File: config.mk
export PLATFORM = sky130hd
export DESIGN_NAME = dms_encoder
export DESIGN_NICKNAME = d
export VERILOG_FILES = /design/src/rtl/dms_encoder.sv
export SDC_FILE = /design/constraint.sdc
export NUM_CORES = 1
export LEC_CHECK = 0
export CAP_MARGIN = 20
export CELL_PAD_IN_SITES_DETAIL_PLACEMENT = 1
export CELL_PAD_IN_SITES_GLOBAL_PLACEMENT = 2
export CORE_UTILIZATION = 30
export DETAILED_ROUTE_END_ITERATION = 10
export PLACE_DENSITY_LB_ADDON = 0.1
export SETUP_SLACK_MARGIN = 0.2
export SYNTH_ARGS = -nofsm -noshare
export SYNTH_HDL_FRONTEND = slang
export SYNTH_SLANG_ARGS = --single-unit
File: constraint.sdc
create_clock -name clk -period 5.2 [get_ports clk]
set_input_delay 0.52 -clock clk [delete_from_list [all_inputs] [get_ports clk]]
set_output_delay 0.52 -clock clk [all_outputs]
set_load 0.1 [all_outputs]
File: src/rtl/dms_encoder.sv
// dms_encoder: transmit-side stage feeding the SAM2 decryption decoder.
// Serialises the configuration frame (n, d, capsN) with mode=1, then pulse-width
// encodes the message bits with mode=0 (symbol starts with a rising edge, the
// majority level carries the bit), then a two-cycle flush and a done pulse.
// Optional feature: define DMS_ENC_PARITY_EN to append an even-parity symbol
// after the last message bit.
module dms_encoder #(
    parameter int MAX_N     = 5,
    parameter int SYM_LEN   = 8,
    parameter int ONE_HIGH  = 6,
    parameter int ZERO_HIGH = 2
) (
    input  logic        clk,
    input  logic        reset,
    input  logic        start,
    input  logic [3:0]  cfg_n,
    input  logic [31:0] cfg_d,
    input  logic [31:0] cfg_caps,
    input  logic        bit_valid,
    input  logic        bit_data,
    input  logic        bit_last,
    output logic        bit_ready,
    output logic        str,
    output logic        mode,
    output logic        busy,
    output logic        done
);

    typedef enum logic [3:0] {
        S_IDLE,
        S_CFG_N,
        S_CFG_D,
        S_CFG_CAPS,
        S_GAP,
        S_WAIT,
        S_SYM,
        S_FLUSH,
        S_DONE
    } state_t;

    localparam logic [5:0] SYM_LAST = 6'(SYM_LEN - 1);
    localparam logic [5:0] ONE_HI   = 6'(ONE_HIGH);
    localparam logic [5:0] ZERO_HI  = 6'(ZERO_HIGH);
    localparam logic [3:0] N_MAX    = 4'(MAX_N);

    state_t      state_q, state_d;
    logic [5:0]  cnt_q, cnt_d;
    logic [3:0]  n_q, n_d;
    logic [31:0] key_q, key_d;
    logic [31:0] caps_q, caps_d;
    logic        bit_q, bit_d;
    logic        last_q, last_d;
`ifdef DMS_ENC_PARITY_EN
    logic        par_q, par_d;
    logic        is_par_q, is_par_d;
`endif

    logic        str_q, str_d;
    logic        mode_q, mode_d;
    logic        busy_q, busy_d;
    logic        done_q, done_d;
    logic        ready_q, ready_d;

    logic        xfer;
    logic [5:0]  cfg_last;
    logic [5:0]  out_last;
    logic [4:0]  out_idx;
    logic [1:0]  n_idx;
    logic [5:0]  hi_len;

    // Next-state logic: sequencing through config, data symbols, flush and done
    always_comb begin
        state_d  = state_q;
        cnt_d    = cnt_q;
        n_d      = n_q;
        key_d    = key_q;
        caps_d   = caps_q;
        bit_d    = bit_q;
        last_d   = last_q;
`ifdef DMS_ENC_PARITY_EN
        par_d    = par_q;
        is_par_d = is_par_q;
`endif
        xfer     = bit_valid & ready_q;
        cfg_last = (6'd1 << n_q) - 6'd1;

        case (state_q)
            S_IDLE: begin
                if (start) begin
                    state_d  = S_CFG_N;
                    cnt_d    = '0;
                    n_d      = (cfg_n > N_MAX) ? N_MAX : cfg_n;
                    key_d    = cfg_d;
                    caps_d   = cfg_caps;
`ifdef DMS_ENC_PARITY_EN
                    par_d    = 1'b0;
                    is_par_d = 1'b0;
`endif
                end
            end
            S_CFG_N: begin
                if (cnt_q == 6'd3) begin
                    state_d = S_CFG_D;
                    cnt_d   = '0;
                end else begin
                    cnt_d = cnt_q + 6'd1;
                end
            end
            S_CFG_D: begin
                if (cnt_q == cfg_last) begin
                    state_d = S_CFG_CAPS;
                    cnt_d   = '0;
                end else begin
                    cnt_d = cnt_q + 6'd1;
                end
            end
            S_CFG_CAPS: begin
                if (cnt_q == cfg_last) begin
                    state_d = S_GAP;
                    cnt_d   = '0;
                end else begin
                    cnt_d = cnt_q + 6'd1;
                end
            end
            S_GAP: begin
                state_d = S_WAIT;
                cnt_d   = '0;
            end
            S_WAIT: begin
                if (xfer) begin
                    state_d = S_SYM;
                    cnt_d   = '0;
                    bit_d   = bit_data;
                    last_d  = bit_last;
`ifdef DMS_ENC_PARITY_EN
                    par_d   = par_q ^ bit_data;
`endif
                end
            end
            S_SYM: begin
                if (cnt_q == SYM_LAST) begin
                    cnt_d = '0;
                    if (xfer) begin
                        state_d = S_SYM;
                        bit_d   = bit_data;
                        last_d  = bit_last;
`ifdef DMS_ENC_PARITY_EN
                        par_d   = par_q ^ bit_data;
`endif
                    end else if (last_q) begin
`ifdef DMS_ENC_PARITY_EN
                        // last_q stays set through the parity symbol, so bit_ready stays low
                        if (!is_par_q) begin
                            state_d  = S_SYM;
                            bit_d    = par_q;
                            is_par_d = 1'b1;
                        end else begin
                            state_d = S_FLUSH;
                        end
`else
                        state_d = S_FLUSH;
`endif
                    end else begin
                        state_d = S_WAIT;
                    end
                end else begin
                    cnt_d = cnt_q + 6'd1;
                end
            end
            S_FLUSH: begin
                if (cnt_q == 6'd1) begin
                    state_d = S_DONE;
                    cnt_d   = '0;
                end else begin
                    cnt_d = cnt_q + 6'd1;
                end
            end
            S_DONE: begin
                state_d = S_IDLE;
                cnt_d   = '0;
            end
            default: begin
                state_d = S_IDLE;
                cnt_d   = '0;
            end
        endcase
    end

    // Output decode from the next state so every output leaves a flop
    always_comb begin
        str_d    = 1'b0;
        mode_d   = 1'b0;
        busy_d   = (state_d != S_IDLE);
        done_d   = 1'b0;
        ready_d  = 1'b0;
        out_last = (6'd1 << n_d) - 6'd1;
        out_idx  = 5'(out_last - cnt_d);
        n_idx    = 2'd3 - cnt_d[1:0];
        hi_len   = bit_d ? ONE_HI : ZERO_HI;

        case (state_d)
            S_CFG_N: begin
                mode_d = 1'b1;
                str_d  = n_d[n_idx];
            end
            S_CFG_D: begin
                mode_d = 1'b1;
                str_d  = key_d[out_idx];
            end
            S_CFG_CAPS: begin
                mode_d = 1'b1;
                str_d  = caps_d[out_idx];
            end
            S_WAIT: begin
                ready_d = 1'b1;
            end
            S_SYM: begin
                str_d   = (cnt_d < hi_len);
                ready_d = (cnt_d == SYM_LAST) && !last_d;
            end
            S_FLUSH: begin
                str_d = (cnt_d == 6'd0);
            end
            S_DONE: begin
                done_d = 1'b1;
            end
            default: ;
        endcase
    end

    // State, latched frame data and registered outputs
    always_ff @(posedge clk) begin
        if (reset) begin
            state_q  <= S_IDLE;
            cnt_q    <= '0;
            n_q      <= '0;
            key_q    <= '0;
            caps_q   <= '0;
            bit_q    <= 1'b0;
            last_q   <= 1'b0;
`ifdef DMS_ENC_PARITY_EN
            par_q    <= 1'b0;
            is_par_q <= 1'b0;
`endif
            str_q    <= 1'b0;
            mode_q   <= 1'b0;
            busy_q   <= 1'b0;
            done_q   <= 1'b0;
            ready_q  <= 1'b0;
        end else begin
            state_q  <= state_d;
            cnt_q    <= cnt_d;
            n_q      <= n_d;
            key_q    <= key_d;
            caps_q   <= caps_d;
            bit_q    <= bit_d;
            last_q   <= last_d;
`ifdef DMS_ENC_PARITY_EN
            par_q    <= par_d;
            is_par_q <= is_par_d;
`endif
            str_q    <= str_d;
            mode_q   <= mode_d;
            busy_q   <= busy_d;
            done_q   <= done_d;
            ready_q  <= ready_d;
        end
    end

    assign str       = str_q;
    assign mode      = mode_q;
    assign busy      = busy_q;
    assign done      = done_q;
    assign bit_ready = ready_q;

endmodule

======== Word-level counts from Yosys, hierarchy flattened ========
Cells that the tools add are included.
W data, S select, Z words.
word-level totals
  register bits after elaboration ......... 85
  output and inout bits ................... 5
  input port bits ......................... 74
operators by class
  eq/ne operators ......................... 19
  bitwise operators ....................... 1
  shift-type cells ........................ 2
  mux-type cells .......................... 41
  magnitude comparators ................... 4
  add/subtract/negate cells ............... 5
  reductions and logical operators ........ 7
operator list
  operator               number
  $mux W32               4
  $mux W4                10
  $mux W6                6
  $pmux W6 S6            1
  $pmux W4 S8            1
  $eq A4 B3 Y1 const B   7
  $eq A4 B2 Y1 const B   4
  $eq A6 B3 Y1 const B   2
  $bmux W1 S5            2
  $mux W1                9
  $eq A4 B1 Y1 const B   2
  $add A6 B1 Y6 const B  1
  $eq A6 B1 Y1 const B   1
  $eq A6 B2 Y1 const B   1
  $eq A6 B6 Y1           1
  $logic_not A6 Y1       1
  $lt A5 B6 Y1 const B   1
  $lt A6 B3 Y1           1
  $pmux W1 S2            3
  $shl A1 B4 Y6 const A  1
  $sub A6 B1 Y6 const B  1
  $pmux W1 S5            1
  $shl A1 B4 Y5 const A  1
  $sub A5 B1 Y5 const B  1
  other kinds (15)       16

======== Longest topological paths before layout ========
Gate-level depths: netlist of run 1.
  word-level depth ........................ 10
  mapped depth ............................ 21

======== Least setup slack after synthesis of run 1 ========
OpenSTA, ideal clock, no wires.
  path type ............................... register to register
  start point ............................. register n_q[0]
  end point ............................... register str_q, in the netlist str
  buffers on the path ..................... 1
  arrival time ............................ 4.954 ns
  period minus slack after synthesis ...... 5.018 ns
  setup slack ............................. 0.182 ns
  library setup time ...................... 0.064 ns
  data required time ...................... 5.136 ns
  cell stages (with the launch flop) ...... 19
  cells stage by stage .................... dfxtp_1 or4_4 ha_1 xor2_1 o21ai_0 or4_4 o21ai_4 a21oi_1 a21oi_2 ha_1 a21o_1 a21oi_1 xor2_1 buf_4 mux4_2 a211oi_1 o21a_1 o21ai_0 nand4_1
on the way
  word-level cells in the longest chain between the ends .. 9
  elaborated cells on any way between the ends .. 28
  those cells by class .................... add/sub: 4; order compare: 1; eq/ne: 6; shift: 2; mux: 14; reduce/logical: 1
ends and longest elaborated chain
  item                                                   line           source
  start, declared                                        48             logic [3:0] n_q, n_d;
  start signal, assigned                                 253            n_q <= n_d;
  $shl A1 B4 Y6                                          85             cfg_last = (6'd1 << n_q) - 6'd1;
  $sub A6 B1 Y6                                          85
  $eq A6 B6 Y1                                           110, 118
  $mux W6                                                110, 118
  $pmux W6 S6                                            87             case (state_q)
  $sub A5 B5 Y5 / $sub A2 B2 Y2 (equally long branches)  197, 198
  $bmux W1 S5, or another cell as far along              212            str_d = caps_d[out_idx];
  $mux W1, on equally long branches                      212, 204, 208
  $pmux W1 S5 *                                          201            case (state_d)
  end signal, assigned                                   262            str_q <= str_d;
  end, declared                                          58             logic str_q, str_d;
Every way passes the cells marked *; elsewhere a longest branch is shown, timed or not. The select of a mux whose other input is x is not followed.
A chain may end at the register's enable or synchronous reset.

======== Worst setup path after layout of run 1 ========
Ends and elaborated chain as after synthesis.

==> reports/summary.txt, run 1 <==
STA
----------------------------------------------------------------------------------------
Share of the clock period used by the worst path after layout                      91.7%
Count of final max-slew check failures                                                 0
Fin crit period                                                                  4.77 ns
Slew of the pin with the lowest slew margin                                     0.974 ns
Smallest setup slack after layout                                               0.431 ns
Upper clock frequency limit                                                      210 MHz
Number of endpoints with negative hold slack in the final report                       0
Setup repair after global routing missed its margin                                false
Layout Skew                                                                   0.00599 ns
Final setup fails                                                                      0
Worst slew margin relative to its limit                                            34.9%
Final setup TNS                                                                     0 ns

LAYOUT
----------------------------------------------------------------------------------------
Most common cell after layout, fill and taps aside                                nor2_1
Final #Nets                                                                          640
Cell area after layout                                                          5940 µm²
Count of inserted antenna diode cells                                                  0
Area of combinational cells with multiple inputs                                2710 µm²
Most frequent cells in the layout                                           nor2_1 (96), dfxtp_1 (84), clkdlybuf4s50_1 (77)
Sequential cell area                                                            1710 µm²
Ratio of cells with drive above 1 in the final layout                              14.4%
Finished Layout Cells                                                                745
Fill cell total of the finished layout                                              1647
Area delta synth->final                                                            32.1%

GLOBAL ROUTING
----------------------------------------------------------------------------------------
Initial antenna violation count                                                        0
Total Routing Usage GR                                                             16.9%
Number of global-route vias before repair                                           3978
Global-route wire length before repair                                          20500 µm
Largest net degree at the start of global routing                                     57
Total global routing overflow                                                          0

FLOORPLANNING
----------------------------------------------------------------------------------------
Std-Cell Core Area                                                             14600 µm²
Effective utilization at floorplan                                                 30.8%
Area of the die                                                                15500 µm²
Die Ht                                                                            124 µm
Num ports                                                                             79
Die extent in x                                                                   124 µm
Std-Cell Rows                                                                         44

SYNTHESIS
----------------------------------------------------------------------------------------
Fraction of synthesis flops using an asynchronous set or reset pin                    0%
Number of distinct standard cells referenced by the synthesized netlist               55
Flops & latches, synth                                                                85
Mean instance size in the synthesized netlist                                   9.49 µm²
Nets in the synthesized netlist                                                      557
Post-synthesis instance area                                                    4500 µm²
Cells after Synth                                                                    474
Count of flip-flops with a built-in enable after synthesis                             0
Number of synthesis warnings                                                           0
Primary FF master, synth                                                         dfxtp_1
Register area share after synthesis                                                37.8%

PWR
----------------------------------------------------------------------------------------
Leakage power total                                                              2.31 nW
PD cells                                                                      317 nW/µm²
Max VDD drop                                                                  0.000165 V

CLOCK TREE
----------------------------------------------------------------------------------------
Clock root buffer master                                                       clkbuf_16
Number of buffers created by CTS                                                       9
Number of buffers on the longest clock path                                            2
Clock slew at the register clock pins of the worst setup and hold paths          0.06 ns
Clock latency on the worst-skew pair                                             0.34 ns
Clock tree from TritonCTS                                                            yes
H-Tree Depth                                                                           3
Clk sinks                                                                             85

ROUTE
----------------------------------------------------------------------------------------
Via density per instance                                                            4.98
Average wire length per cell after detail routing                                16.9 µm
Routed wire length                                                              12600 µm
Total via count in the routed design                                                3708
Detailed Route Iter0 Violations                                                      137
Remaining design rule violation count                                                  0
Antenna-violating nets left                                                            0
Number of search-and-repair iterations in the first detailed-routing pass              4

WORST SETUP PATH
----------------------------------------------------------------------------------------
Required time at the endpoint of the critical path                               5.48 ns
Maximum fanout along the worst path                                                    7
Data arrival, critical path                                                      5.05 ns
CP startpoint kind                                                             flip-flop
Crit end category                                                              flip-flop
Worst setup path category                                                     reg -> reg

PLACEMENT
----------------------------------------------------------------------------------------
Cell total after placement                                                           720
Global placement routability congestion                                            0.773
Pre-CTS worst setup slack                                                       0.119 ns
Total of buffers placed on input and output ports                                     78
Area after DPL                                                                  5500 µm²
HPWL after detailed placement                                                    9320 µm

RUN STATUS
----------------------------------------------------------------------------------------
Run status                                                                  finished, final reports clean

HOLD PATH
----------------------------------------------------------------------------------------
Type of the most critical hold path                                           reg -> reg

RUN
----------------------------------------------------------------------------------------
# Max-Cap Violations                                                                   0

==> final timing paths <==
kind              startpoint   endpoint  slack, ns  depth (start not counted)
setup / recovery      n_q[0]        str       0.43                         19
hold / removal     key_q[17]  key_q[17]       0.48                          2
setup reg to reg      n_q[0]        str       0.43                         19
hold reg to reg    key_q[17]  key_q[17]       0.48                          2
==> registers in the layout (all words and copies together), names as in the netlist <==
signal	flops
state_q	4
bit_q	1
bit_ready	1
n_q	4
str	1
last_q	1
busy	1
done	1
mode	1
cnt_q	6
caps_q	32
key_q	32
==> metal layers <==
layer	wire (µm)	part of all wire, %	global-route usage (%)
met1	5860	47	21.0
met2	6250	50	29.1
met4	178	1.4	6.09
met5	0	0	0
met3	286	2.3	2.88
==> repair_timing <==
item / in CTS / in global routing
cloned: 0 / 1
buffers inserted: 0 / 9
endpoints found under the setup margin: 1 / 1
pin swaps: 3 / 8
hold buffers: 0 / 0
resized for setup: 3 / 12
==> cells in the mapped netlist (4+ instances only) <==
master / number / area [µm²]
a21oi_1: 22 / 110
a31oi_1: 9 / 56.3
and3_1: 6 / 37.5
buf_2: 9 / 45.0
clkbuf_1: 18 / 67.6
dfxtp_1: 85 / 1700
ha_1: 8 / 100
inv_1: 5 / 18.8
mux2i_1: 72 / 721
mux4_2: 17 / 383
nand2_1: 25 / 93.8
nand2b_1: 6 / 37.5
nand3_1: 6 / 30.0
nor2_1: 96 / 360
nor2b_1: 4 / 25.0
nor3_1: 11 / 55.1
nor4b_1: 5 / 43.8
o21ai_0: 8 / 40.0
xnor2_1: 6 / 52.6
xor2_1: 5 / 43.8
==> cells by family after synthesis <==
group / share of synthesized area (%)
flops: 37.8
xor+xnor: 2.50
compound gates: 10.1
mux: 25.0
fa+ha+maj: 2.67
buf+inv: 3.50
simple gates: 18.3
==> cell type report <==
cell class                 count  share of cell area [%]
multi-input combinational    353                    45.6
sequential                    85                    28.7
timing repair buffer         103                    16.8
clock buffer                  11                    3.92
tap                          184                    3.87
clock inverter                 4                   0.842
inverter                       5                   0.316
==> worst max-delay path, cell delays in order (launching register included) <==
cell	delay (ns)
dfxtp_4	0.37
or4_4	0.54
ha_4	0.28
xor2_1	0.13
o21ai_1	0.08
or4_4	0.55
o21ai_4	0.26
a32oi_1	0.16
a21oi_2	0.18
ha_2	0.34
a21oi_4	0.21
xor2_4	0.26
clkbuf_16	0.20
buf_4	0.11
mux4_2	0.51
nand2_1	0.08
and3_1	0.15
o21a_1	0.12
o21ai_0	0.08
nand4_1	0.10
==> where the power goes <==
group	total, mW	switching [mW]	internal (mW)
clock network	0.637	0.268	0.369
registers	0.706	0.0168	0.690
logic	0.542	0.251	0.291
total	1.88	0.535	1.35
==> metrics by stage <==
stage | hold WS, ns | power [mW] | utilization [%]
final | 0.484 | 1.88 | 40.7
after global routing | 0.517 | 1.99 | 40.7
after CTS | 0.492 | 1.88 | 39.8
after detailed placement | 0.477 | 1.23 | 37.7
after global placement | 0.466 | 1.22 | 37.7
after floorplan | 0.451 | 1.06 | -
Power figures use the tool's default switching activity.
==> run 2: changes to the inputs <==
Settings changed: PLACE_DENSITY set to 0.82, PLACE_DENSITY_LB_ADDON 0.1 to unset.
==> reports/summary.txt, run 2 (synthesis results as in run 1) <==
RUN STATUS
----------------------------------------------------------------------------------------
Run status                                                                  finished, final reports clean

CLOCK TREE
----------------------------------------------------------------------------------------
Clk sinks                                                                             85   unchanged
H-Tree Depth                                                                           3   unchanged
Clock root buffer master                                                       clkbuf_16
Number of buffers on the longest clock path                                            2   unchanged
CTS Hold Bufs                                                                          0   unchanged
Clock latency on the worst-skew pair                                             0.35 ns   about the same
Number of buffers created by CTS                                                       9   unchanged
Clock tree from TritonCTS                                                            yes
Clock slew at the register clock pins of the worst setup and hold paths          0.06 ns   about the same

FLOORPLANNING
----------------------------------------------------------------------------------------
Std-Cell Core Area                                                             14600 µm²   unchanged
Std-Cell Rows                                                                         44   unchanged
Effective utilization at floorplan                                                 30.8%   unchanged
Die extent in x                                                                   124 µm   unchanged
Die Ht                                                                            124 µm   unchanged
Area of the die                                                                15500 µm²   unchanged
Num ports                                                                             79   unchanged

ROUTE
----------------------------------------------------------------------------------------
Remaining design rule violation count                                                  0   unchanged
Number of search-and-repair iterations in the first detailed-routing pass              4   unchanged
Routed wl met3                                                                    493 µm   +72%
Highest routed metal layer                                                          met4
Routed wire length                                                              12400 µm   -1.6%
Detailed Route Iter0 Violations                                                      125   -8.8%
Antenna-violating nets left                                                            0   unchanged
Total via count in the routed design                                                3720   +0.32%
Via density per instance                                                            5.06   +1.7%
Routed length on met1                                                            5700 µm   -2.7%
Average wire length per cell after detail routing                                16.8 µm   -0.31%
Length of routed met2 wiring                                                     6010 µm   -3.8%

STA
----------------------------------------------------------------------------------------
Final setup fails                                                                      0   unchanged
Share of the clock period used by the worst path after layout                      92.5%   +0.73 points
Layout Skew                                                                   0.00600 ns   +0.0000117 ns
Count of final max-slew check failures                                                 0   unchanged
Fin crit period                                                                  4.81 ns   +0.0381 ns
Number of endpoints with negative hold slack in the final report                       0   unchanged
Upper clock frequency limit                                                      208 MHz   -0.79%
Slew of the pin with the lowest slew margin                                     0.968 ns   -0.00587 ns
Final setup TNS                                                                     0 ns   unchanged
Worst slew margin relative to its limit                                            35.3%   +0.39 points
Setup repair after global routing missed its margin                                false
Smallest setup slack after layout                                               0.392 ns   -0.0381 ns

PWR
----------------------------------------------------------------------------------------
PD cells                                                                      314 nW/µm²   -0.96%
Max VDD drop                                                                  0.000144 V   -13%
P_int                                                                            1.31 mW   -2.9%
Leakage power total                                                              2.26 nW   -2.3%
Relative contribution of the clock network to total power                          34.0%   +0.2 points
Fraction of power consumed by sequential logic                                     38.8%   +1.3 points
Switching share of power                                                           28.1%   -0.29 points
Switch Pwr                                                                        512 µW   -4.3%
Logic pwr share                                                                    27.3%   -1.4 points

WORST SETUP PATH
----------------------------------------------------------------------------------------
Worst-path cell chain                                                       or4_4, ha_2, or4_1, a21bo_1, a221oi_4, o21ai_4, a21oi_1, a21oi_2, ha_1, a21o_1, a21oi_4, xor2_2, buf_4, mux4_2, and2_1, a211oi_1, o21a_1, o21ai_0, nand4_1
Crit end category                                                              flip-flop
Worst setup path category                                                     reg -> reg
Required time at the endpoint of the critical path                               5.49 ns   about the same
Register-to-register setup slack                                                 0.39 ns   -0.04 ns
Critical path buffers and inverters                                                    1   -1
Worst path slowest cell                                                            or4_4
Maximum fanout along the worst path                                                    7   unchanged
Data arrival, critical path                                                      5.09 ns   +0.04 ns
Largest stage delay, worst path                                                  0.55 ns   about the same
Kind of cell adding the most delay to the critical path                     compound AO/OA/AOI/OAI gates
CP startpoint kind                                                             flip-flop

LAYOUT
----------------------------------------------------------------------------------------
Sequential cell area                                                            1700 µm²   -0.22%
Fill cell total of the finished layout                                              1633   -0.85%
Finished Layout Cells                                                                735   -1.3%
Area delta synth->final                                                            29.0%
Most common cell after layout, fill and taps aside                                nor2_1
Biggest regs                                                                caps_q (32), key_q (32), cnt_q (6)
Area of combinational cells with multiple inputs                                2670 µm²   -1.4%
Final #Nets                                                                          630   -1.6%
Most frequent cells in the layout                                           nor2_1 (96), dfxtp_1 (85), clkdlybuf4s50_1 (77)
Count of inserted antenna diode cells                                                  0   unchanged
Ratio of cells with drive above 1 in the final layout                              12.2%   -2.3 points

PLACEMENT
----------------------------------------------------------------------------------------
Total of buffers placed on input and output ports                                     78   unchanged
Global placement routability congestion                                            0.759   -1.9%
Pre-CTS worst setup slack                                                       0.204 ns   +0.0850 ns
HPWL after detailed placement                                                    9240 µm   -0.91%
Cell total after placement                                                           719   -0.14%

GLOBAL ROUTING
----------------------------------------------------------------------------------------
Number of global-route vias before repair                                           4055   +1.9%
Global-route wire length before repair                                          20600 µm   +0.27%
Initial antenna violation count                                                        0   unchanged
Largest net degree at the start of global routing                                     56   -1.8%
Total global routing overflow                                                          0   unchanged
Total Routing Usage GR                                                             16.7%   -0.24 points

HOLD PATH
----------------------------------------------------------------------------------------
Type of the most critical hold path                                           reg -> reg

RUN
----------------------------------------------------------------------------------------
# Max-Cap Violations                                                                   0   unchanged

-- run 2: cell types whose count changed in the layout (fill, tap and decap cells not counted), moves of 2 or more --
cell / before / now
a21oi_1: 18 / 20
buf_4: 22 / 14
clkinvlp_4: 2 / 0
clkinv_4: 0 / 2
a21oi_2: 5 / 3
clkbuf_8: 0 / 3
-- run 2: final timing paths --
check	start	to	cells after the start
worst max register to register	n_q[0]	str	19
worst min-delay path	caps_q[7]	caps_q[7]	2
worst min register to register	caps_q[7]	caps_q[7]	2
worst max-delay path	n_q[0]	str	19
-- run 2: power groups by stage --
stage                     logic (mW)  clock network (mW)  registers (mW)
after global routing           0.539               0.665           0.710
final                          0.497               0.619           0.706
after global placement         0.479                   0           0.718
after CTS                      0.495               0.632           0.706
after detailed placement       0.489                   0           0.720
after floorplan                0.331                   0           0.727
-- run 2: through the flow --
step | area [µm²] | hold WS, ns | utilization, % | power, mW
global route | 5800 | 0.525 | 39.8 | 1.91
floorplan | 4510 | 0.451 | - | 1.06
finish | 5800 | 0.493 | 39.8 | 1.82
detailed placement | 5480 | 0.481 | 37.6 | 1.21
CTS | 5770 | 0.499 | 39.6 | 1.83
global placement | 5480 | 0.467 | 37.6 | 1.20
-- run 2: worst min-delay path: stages (launching register included) --
cell and delay [ns]:
dfxtp_1 0.30, mux2i_1 0.07, nor2_1 0.08
-- run 2: cell type report --
class,count,area share (%)
Inverter,5,0.323
Multi-Input combinational cell,353,46.0
Clock inverter,2,0.302
Tap cell,184,3.97
Sequential cell,85,29.3
Clock buffer,13,4.66
Timing Repair Buffer,93,15.4
-- run 2: routing by layer --
metal | track usage [%] | vias to the layer above
met2 | 28.4 | 68
met1 | 20.5 | 1805
met4 | 5.32 | 0
met5 | 0 | -
li1 | - | 1830
met3 | 4.12 | 17
-- run 2: timing repair --
item / CTS / global route
resized for setup: 1 / 5
endpoints found under the hold margin: 0 / 0
pin swaps: 0 / 2
endpoints found under the setup margin: 1 / 1
buffers inserted: 0 / 1
cloned: 0 / 0
==> run 3: changes to the inputs <==
Settings changed: ABC_AREA set to 1, CORE_UTILIZATION 30 to 26, PLACE_DENSITY 0.82 to 0.81.
==> reports/summary.txt, run 3 <==
PLACEMENT
-----------------------------------------------------------------------------------------------------
Total of buffers placed on input and output ports                                                  78   unchanged
Area after DPL                                                                               5840 µm²   +6.6%
Global placement routability congestion                                                         0.814   +7.3%
HPWL after detailed placement                                                                11800 µm   +28%

WORST SETUP PATH
-----------------------------------------------------------------------------------------------------
Worst reg2reg path depth                                                                           23   +4
Crit end category                                                                           flip-flop
Worst path slowest cell                                                                          fa_2
Largest stage delay, worst path                                                               0.77 ns   +0.22 ns
Required time at the endpoint of the critical path                                            5.44 ns   -0.05 ns
Data arrival, critical path                                                                   4.44 ns   -0.65 ns
R2r startpoint                                                                                 n_q[3]
Crit path launch                                                                               n_q[3]
CP startpoint kind                                                                          flip-flop
Worst-path cell chain                                                                    nor2_2, nand2_1, ha_1, xor2_1, nand3_1, nor2_1, nand3_2, nand2_2, nand3_1, nand2_1, ha_1, fa_2, inv_1, nand3_1, nand3_1, nand2_1, nand2_1, nand2_1, nand3_1, nand3_1, nand4_1, nand2_1, inv_1
Maximum fanout along the worst path                                                                17   +10
Worst setup path category                                                                  reg -> reg

CLOCK TREE
-----------------------------------------------------------------------------------------------------
Count of buffers added by post-CTS timing repair for setup                                          0   unchanged
Number of buffers created by CTS                                                                    9   unchanged
Clock tree from TritonCTS                                                                         yes
Clock latency on the worst-skew pair                                                          0.35 ns   about the same
CTS Hold Bufs                                                                                       0   unchanged
Number of buffers on the longest clock path                                                         2   unchanged
Clock root buffer master                                                                    clkbuf_16
Clk sinks                                                                                          85   unchanged
H-Tree Depth                                                                                        3   unchanged
Clock slew at the register clock pins of the worst setup and hold paths                       0.06 ns   about the same

SYNTHESIS
-----------------------------------------------------------------------------------------------------
Count of flip-flops with a built-in enable after synthesis                                          0   unchanged
Mux cell area share after synthesis                                                            0.409%   -25 points
Area leader, netlist                                                                          dfxtp_1
Complex-gate fraction of the synthesized area                                                   9.30%   -0.83 points
Area share of xor/xnor cells in the synthesized design                                          1.07%   -1.4 points
Synth Area in Simple Gates                                                                      43.7%   +25 points
Number of synthesis warnings                                                                        0   unchanged
Most common cell in the netlist                                                               nand2_1
Fraction of synthesis flops using an asynchronous set or reset pin                                 0%   unchanged
Top cell types by occurrence after synthesis                                             nand2_1 (250), nand3_1 (146), dfxtp_1 (85)
Primary FF master, synth                                                                      dfxtp_1
Cells after Synth                                                                                 772   +63%
Post-synthesis share of cell area spent on full adders, half adders and majority gates          2.45%   -0.22 points
Nets in the synthesized netlist                                                                   855   +54%
Synth area leaders                                                                       dfxtp_1 (35%), nand2_1 (19%), nand3_1 (15%), a21oi_1 (6.5%), nor2_1 (4.9%)
Post-synthesis instance area                                                                 4900 µm²   +8.9%
Mean instance size in the synthesized netlist                                                6.35 µm²   -33%
Register area share after synthesis                                                             34.7%   -3.1 points
Main combinational cell family by area after synthesis                                   simple AND/OR/NAND/NOR gates
Number of distinct standard cells referenced by the synthesized netlist                            42   -24%
Flops & latches, synth                                                                             85   unchanged
Top-area cell type share of the netlist area                                                    34.7%   -3.1 points

ROUTE
-----------------------------------------------------------------------------------------------------
Average wire length per cell after detail routing                                             14.7 µm   -12%
Routed wire length                                                                           15700 µm   +27%
Remaining design rule violation count                                                               0   unchanged
Via density per instance                                                                         4.79   -5.3%
Total via count in the routed design                                                             5118   +38%
Number of search-and-repair iterations in the first detailed-routing pass                           4   unchanged
Antenna-violating nets left                                                                         0   unchanged
Detailed Route Iter0 Violations                                                                   250   +100%

LAYOUT
-----------------------------------------------------------------------------------------------------
Most frequent cells in the layout                                                        nand2_1 (250), nand3_1 (146), dfxtp_1 (85)
Area delta synth->final                                                                         25.2%
Ratio of cells with drive above 1 in the final layout                                           5.24%   -6.9 points
Final #Nets                                                                                       918   +46%
Most common cell after layout, fill and taps aside                                            nand2_1
Cell area after layout                                                                       6140 µm²   +5.8%
Post-layout util                                                                                33.7%   -6.1 points
Count of inserted antenna diode cells                                                               0   unchanged
Biggest regs                                                                             caps_q (32), key_q (32), cnt_q (6)

GLOBAL ROUTING
-----------------------------------------------------------------------------------------------------
Met2 track demand over resource in global routing                                               29.3%   +0.93 points
Total global routing overflow                                                                       0   unchanged
GRT Max-Usage Layer                                                                              met2
Total Routing Usage GR                                                                          17.2%   +0.54 points
Largest net degree at the start of global routing                                                  52   -7.1%
Initial antenna violation count                                                                     0   unchanged
Met3 Track Usage GR                                                                             3.23%   -0.89 points
Met1 usage                                                                                      22.4%   +2.0 points
Number of global-route vias before repair                                                        5278   +30%
Global-route wire length before repair                                                       26600 µm   +30%

FLOORPLANNING
-----------------------------------------------------------------------------------------------------
Std-Cell Core Area                                                                          18200 µm²   +25%
Die extent in x                                                                                139 µm   +12%
Die Ht                                                                                         139 µm   +12%
Area of the die                                                                             19400 µm²   +25%
Std-Cell Rows                                                                                      49   +11%
Num ports                                                                                          79   unchanged
Effective utilization at floorplan                                                              26.9%   -3.9 points

PWR
-----------------------------------------------------------------------------------------------------
Leakage power total                                                                           2.73 nW   +21%
PD cells                                                                                   331 nW/µm²   +5.4%
Max VDD drop                                                                               0.000169 V   +17%

STA
-----------------------------------------------------------------------------------------------------
Slew of the pin with the lowest slew margin                                                  0.964 ns   -0.00354 ns
Number of endpoints with negative hold slack in the final report                                    0   unchanged
Final setup fails                                                                                   0   unchanged
Count of final max-slew check failures                                                              0   unchanged
Layout Skew                                                                                0.00634 ns   +0.000338 ns
Setup repair after global routing missed its margin                                             false
Fin crit period                                                                               4.20 ns   -0.607 ns
Worst slew margin relative to its limit                                                         35.5%   +0.24 points
Share of the clock period used by the worst path after layout                                   80.8%   -12 points
Final setup TNS                                                                                  0 ns   unchanged
Upper clock frequency limit                                                                   238 MHz   +14%

HOLD PATH
-----------------------------------------------------------------------------------------------------
Number of stages on the worst hold path                                                             2   unchanged
Type of the most critical hold path                                                        reg -> reg
Worst Hold Launch                                                                           caps_q[2]

RUN
-----------------------------------------------------------------------------------------------------
# Max-Cap Violations                                                                                0   unchanged

RUN STATUS
-----------------------------------------------------------------------------------------------------
Run status                                                                               finished, final reports clean

[run 3: path summary, 6_finish.rpt]
check,endpoint,slack (ns)
max,str,1.0
min,caps_q[2],0.47
max reg2reg,str,1.0
min reg2reg,caps_q[2],0.47
[run 3: area by class of cell]
| class | instances | area (µm²) |
|---|---|---|
| clock inverter | 5 | 60.1 |
| sequential | 85 | 1700 |
| inverter | 62 | 233 |
| timing repair buffer | 86 | 836 |
| clock buffer | 10 | 229 |
| multi-input combinational | 591 | 2790 |
| fill | 2307 | 12100 |
| tap | 229 | 287 |
[run 3: what timing repair did]
action,in CTS,in global routing
resized for setup,0,1
setup endpoints to repair,0,1
endpoints found under the hold margin,0,0
[run 3: critical path, delay by kind of cell, from the launching register on]
family                     cells  cell delay (ns)
DFF                            1             0.34
adders and majority gates      3             1.37
buffers and inverters          2             0.40
and+or+nand+nor               17             1.81
xor gates and xnor gates       1             0.17
[run 3: stage by stage]
stage	instances	hold slack [ns]	worst slack, ns	power (mW)
after floorplan	772	0.451	1.63	1.18
after global placement	1053	0.459	0.802	1.40
after detailed placement	1053	0.468	0.677	1.40
after CTS	1068	0.479	0.622	2.07
after global routing	1068	0.489	0.489	2.18
final	1068	0.473	1.00	2.03
[run 3: layer usage]
layer / vias to the layer above / part of all wire, %
li1: 2645 / -
met1: 2392 / 49
met2: 72 / 47
met3: 9 / 3.0
met4: 0 / 0.91
met5: - / 0
[run 3: cells by family after synthesis]
logic type,count (synthesis)
AOI/OAI and AO/OA,85
xor gates and xnor gates,6
adders and majority gates,9
buffers and inverters,96
DFF,85
muxes,2
and+or+nand+nor,489
[run 3: power by group]
group	switching [mW]	internal, mW
combinational	0.428	0.247
clock	0.278	0.373
sequential	0.0154	0.690
total	0.722	1.31
